===== config.mk =====
export PLATFORM = sky130hd
export DESIGN_NAME = half_adder
export DESIGN_NICKNAME = d
export VERILOG_FILES = /design/src/rtl/half_adder.sv
export SDC_FILE = /design/constraint.sdc
export NUM_CORES = 1
export LEC_CHECK = 0
export CORE_AREA = 2 2 39 41
export DETAILED_ROUTE_END_ITERATION = 8
export DIE_AREA = 0 0 41 43
export SETUP_SLACK_MARGIN = 0.15
export SYNTH_ARGS = -nofsm -noshare
export SYNTH_HDL_FRONTEND = slang
export SYNTH_SLANG_ARGS = --single-unit

===== constraint.sdc =====
create_clock -name clk -period 0.9 [get_ports clk]
set_input_delay 0.135 -clock clk [delete_from_list [all_inputs] [get_ports clk]]
set_output_delay 0.135 -clock clk [all_outputs]
set_load 0.1 [all_outputs]

===== src/rtl/half_adder.sv =====
// Bit-parallel half adder: per-lane sum = a^b, cout = a&b, with a valid qualifier.
// REGISTERED selects a 1-cycle registered path or a purely combinational one.
module half_adder #(
  parameter int unsigned WIDTH      = 1,
  parameter bit          REGISTERED = 1'b1,
  parameter bit          RESET_VAL  = 1'b0
) (
  input  logic             clk,
  input  logic             rst,
  input  logic             in_valid,
  input  logic [WIDTH-1:0] a,
  input  logic [WIDTH-1:0] b,
  output logic [WIDTH-1:0] sum,
  output logic [WIDTH-1:0] cout,
  output logic             out_valid
);

  logic [WIDTH-1:0] sum_c;
  logic [WIDTH-1:0] cout_c;

  // Lanes are independent: no carry chain between bits.
  always_comb begin
    sum_c  = a ^ b;
    cout_c = a & b;
  end

  generate
    if (REGISTERED) begin : g_reg
      always_ff @(posedge clk or posedge rst) begin
        if (rst) begin
          sum       <= {WIDTH{RESET_VAL}};
          cout      <= {WIDTH{RESET_VAL}};
          out_valid <= 1'b0;
        end else begin
          out_valid <= in_valid;
          if (in_valid) begin
            sum  <= sum_c;
            cout <= cout_c;
          end
        end
      end
    end else begin : g_comb
      // Reset only masks the qualifier; data stays a live function of a/b.
      always_comb begin
        sum       = sum_c;
        cout      = cout_c;
        out_valid = in_valid & ~rst;
      end
    end
  endgenerate

endmodule


# Yosys cells after proc, flatten, opt, wreduce, memory -nomap -nowiden
# Index checks and enable logic that the tools add are counted.
[op_classes]
n_bitwise = 2
[ops]
columns = ["cell", "n"]
rows = [
  ["$and 1x1->1", 1],
  ["$xor 1x1->1", 1],
]
[word_totals]
reg_bits = 3
output_inout_bits = 3

# Longest topological paths before layout
[depth]
ltp_word = 1
depth_mapped = 2
ltp_nobuf = 2

# Worst setup path after synthesis
# No wires, ideal clock.
[synth_path]
path_kind = "register -> register"
from = "reg, netlist name cout"
to = "reg cout"
arrival_time_ns = 1.130
t_required_ns = 0.775
slack_ns = -0.356
path_stages_with_launch = 2
path_buffers = 0
period_less_slack_ns = 1.256
path_cell_list = "dfrtp_1 > mux2_2"
[synth_lines]
columns = ["item", "line_no", "source"]
rows = [
  ["to (signal assigned)", "32", "cout <= {WIDTH{RESET_VAL}};"],
  ["to (signal assigned)", "38", "cout <= cout_c;"],
  ["to (decl)", "14", "output logic [WIDTH-1:0] cout,"],
]

# Worst setup path after layout
[layout_path]
from = "reg cout"
to = "out cout"
# No word-level cell between the ends.

==> flow_metrics.env <==
export IMPL_outcome="finished with violations"
export IMPL_violations="negative setup slack"
export IMPL_seq_area_frac_synth_pct=65.9
export IMPL_fin_crit_ns=1.02
export IMPL_synth_seq_cells=3
export IMPL_synth_top_cell_by_area="dfrtp_1"
export IMPL_power_density_nw_per_um2=2090
export IMPL_drtAntennaViolNets=0
export IMPL_synth_cell_types=4
export IMPL_design_area_um2=297
export IMPL_rr_startpoint="sum"
export IMPL_nFillCells=150
export IMPL_slew_headroom_pct=89.5
export IMPL_critPathKind="reg -> out"
export IMPL_p_leak_nw=0.138
export IMPL_synth_nets=13
export IMPL_final_core_util_pct=21.4
export IMPL_total_power_mw=0.619
export IMPL_place_area_um2=245
export IMPL_cts_htree_levels=1
export IMPL_num_antenna_cells=0
export IMPL_netlist_instances=7
export IMPL_coreArea_um2=1380
export IMPL_setup_ws_ns=-0.121
export IMPL_num_rows=14
export IMPL_whs_ns=0.0781
export IMPL_end_kind="primary output"
export IMPL_critPathBufInv=1
export IMPL_min_path_type="in -> async"
export IMPL_worst_path_dominant_cell_family="flip-flops"
export IMPL_clock_sinks=3
export IMPL_cts_made_buffers=3
export IMPL_worst_pin_slew_ns=0.157
export IMPL_place_gp_congestion=0.583
export IMPL_routedWlPerCell_um=9.00
export IMPL_routed_via_density=2.83
export IMPL_synth_area_leaders="dfrtp_1 66%, mux2_2 20%, ha_1 11%"
export IMPL_worst_ep_arrival_time_ns=0.89
export IMPL_die_x_um=41
export IMPL_cp_max_fo=2
export IMPL_syn_avg_cell_area_um2=16.3
export IMPL_required_ns=0.76
export IMPL_ff2ff_setup_slack_ns=-0.10
export IMPL_worstRegToRegCells=2
export IMPL_grt_pass1_wl_um=572
export IMPL_drt_initial_drc_count=0
export IMPL_routed_wl_um=324
export IMPL_hold_buffers=0
export IMPL_clockBufferDepth=2
export IMPL_reg2reg_to="sum"
export IMPL_synth_top_cell_area_share_pct=65.9
export IMPL_grt_overflow=0
export IMPL_cp_slowest_stage_delay_ns=0.48
export IMPL_die_area_um2=1760
export IMPL_yosys_warnings=0
export IMPL_antenna_found_initial=0
export IMPL_max_cap_violations=0
export IMPL_path_clk_slew_ns=0.04
export IMPL_grt_setup_unrepaired="true"
export IMPL_start_kind="flip-flop"
export IMPL_drtPass1Iterations=1
export IMPL_crit_chain="buf_12"
export IMPL_pre_cts_slack_ns=-0.339
export IMPL_multi_input_area_um2=41.3
export IMPL_hold_viol=0
export IMPL_die_y_um=43
export IMPL_period_share_pct=113
export IMPL_slew_viol_final=0
export IMPL_fmax_mhz=979
export IMPL_grt_max_degree=4
export IMPL_root_buffer="clkbuf_4"
export IMPL_drc_errors=0
export IMPL_ir_worst_vdd_uv=450
export IMPL_start_util_pct=8.23
export IMPL_cts_tree="done"
export IMPL_track_usage_pct=6.14
export IMPL_seqCellArea_um2=86.3
export IMPL_layout_nets=27
export IMPL_num_vias=102
export IMPL_syn2layout_area_growth_pct=160
export IMPL_crit_path_top_delay_cell="dfrtp_4"
export IMPL_io_pins=8
export IMPL_clk_latency_ns=0.23
export IMPL_portBuffers=7
export IMPL_drive_above_1_share_pct=70.0
export IMPL_clock_skew_ns=0
export IMPL_synth_area_um2=114
export IMPL_setup_viol=5
export IMPL_grt_pass1_vias=139
[cell families (layout without fill, tap and decap cells)]
group / Yosys count / in the layout / share of synthesized area (%)
buffers and inverters: 1 / 14 / 3.29
adder cells (fa/ha/maj): 1 / 1 / 11.0
multiplexers: 2 / 2 / 19.8
flip-flops: 3 / 3 / 65.9
[layout by cell type (no fill, tap or decap), drive strengths merged]
| cell type | instances |
|---|---|
| buf | 5 |
| clkbuf | 4 |
| dfrtp | 3 |
| dlygate4sd2 | 2 |
| mux2 | 2 |
| inv | 1 |
| ha | 1 |
| dlymetal6s2s | 1 |
| clkdlybuf4s50 | 1 |
[flip-flops by register name (all words and copies together), names as in the netlist]
name	cells
out_valid	1
sum	1
cout	1
[stage by stage]
| stage | TNS, ns | instances |
|---|---|---|
| after floorplan | -0.241 | 7 |
| after global placement | -0.502 | 30 |
| after detailed placement | -0.574 | 30 |
| after CTS | -0.481 | 35 |
| after global routing | -0.625 | 36 |
| final | -0.503 | 36 |
[layout make-up]
class / count / area share (%)
Timing Repair Buffer: 9 / 40.1
Sequential cell: 3 / 29.1
Multi-Input combinational cell: 3 / 13.9
Clock buffer: 4 / 8.86
Tap cell: 16 / 6.75
Inverter: 1 / 1.27
[repair_timing]
item / 4_1_cts / 5_1_grt
resized for setup: 4 / 2
setup buffers: 1 / 1
setup endpoints to repair: 5 / 5
[synthesized netlist by cell type, drive strengths merged]
| cell | count |
|---|---|
| dfrtp | 3 |
| ha | 1 |
| inv | 1 |
| mux2 | 2 |
[how the worst max path moves through the flow]
stage,cells past startpoint,endpoint,slack (ns),startpoint
after floorplan,1,cout,-0.12,cout
after global placement,3,sum,-0.30,a
after detailed placement,3,sum,-0.34,a
after CTS,1,sum,-0.13,sum
after global routing,1,sum,-0.15,sum
final,1,cout,-0.12,cout
[power by group]
group	switching (mW)	internal (mW)	leakage, nW	total [mW]
logic	0.119	0.0920	0.0905	0.211
registers	0.0138	0.157	0.0330	0.171
clock network	0.0697	0.166	0.0150	0.236
[layer usage]
| layer | track usage, % | up-vias | routed length [um] |
|---|---|---|---|
| li1 | - | 48 | - |
| met1 | 5.83 | 46 | 129 |
| met2 | 6.88 | 8 | 151 |
| met3 | 4.71 | 0 | 42 |
| met4 | 8.00 | 0 | 0 |
| met5 | 0 | - | 0 |
Power figures use the tool's default switching activity.
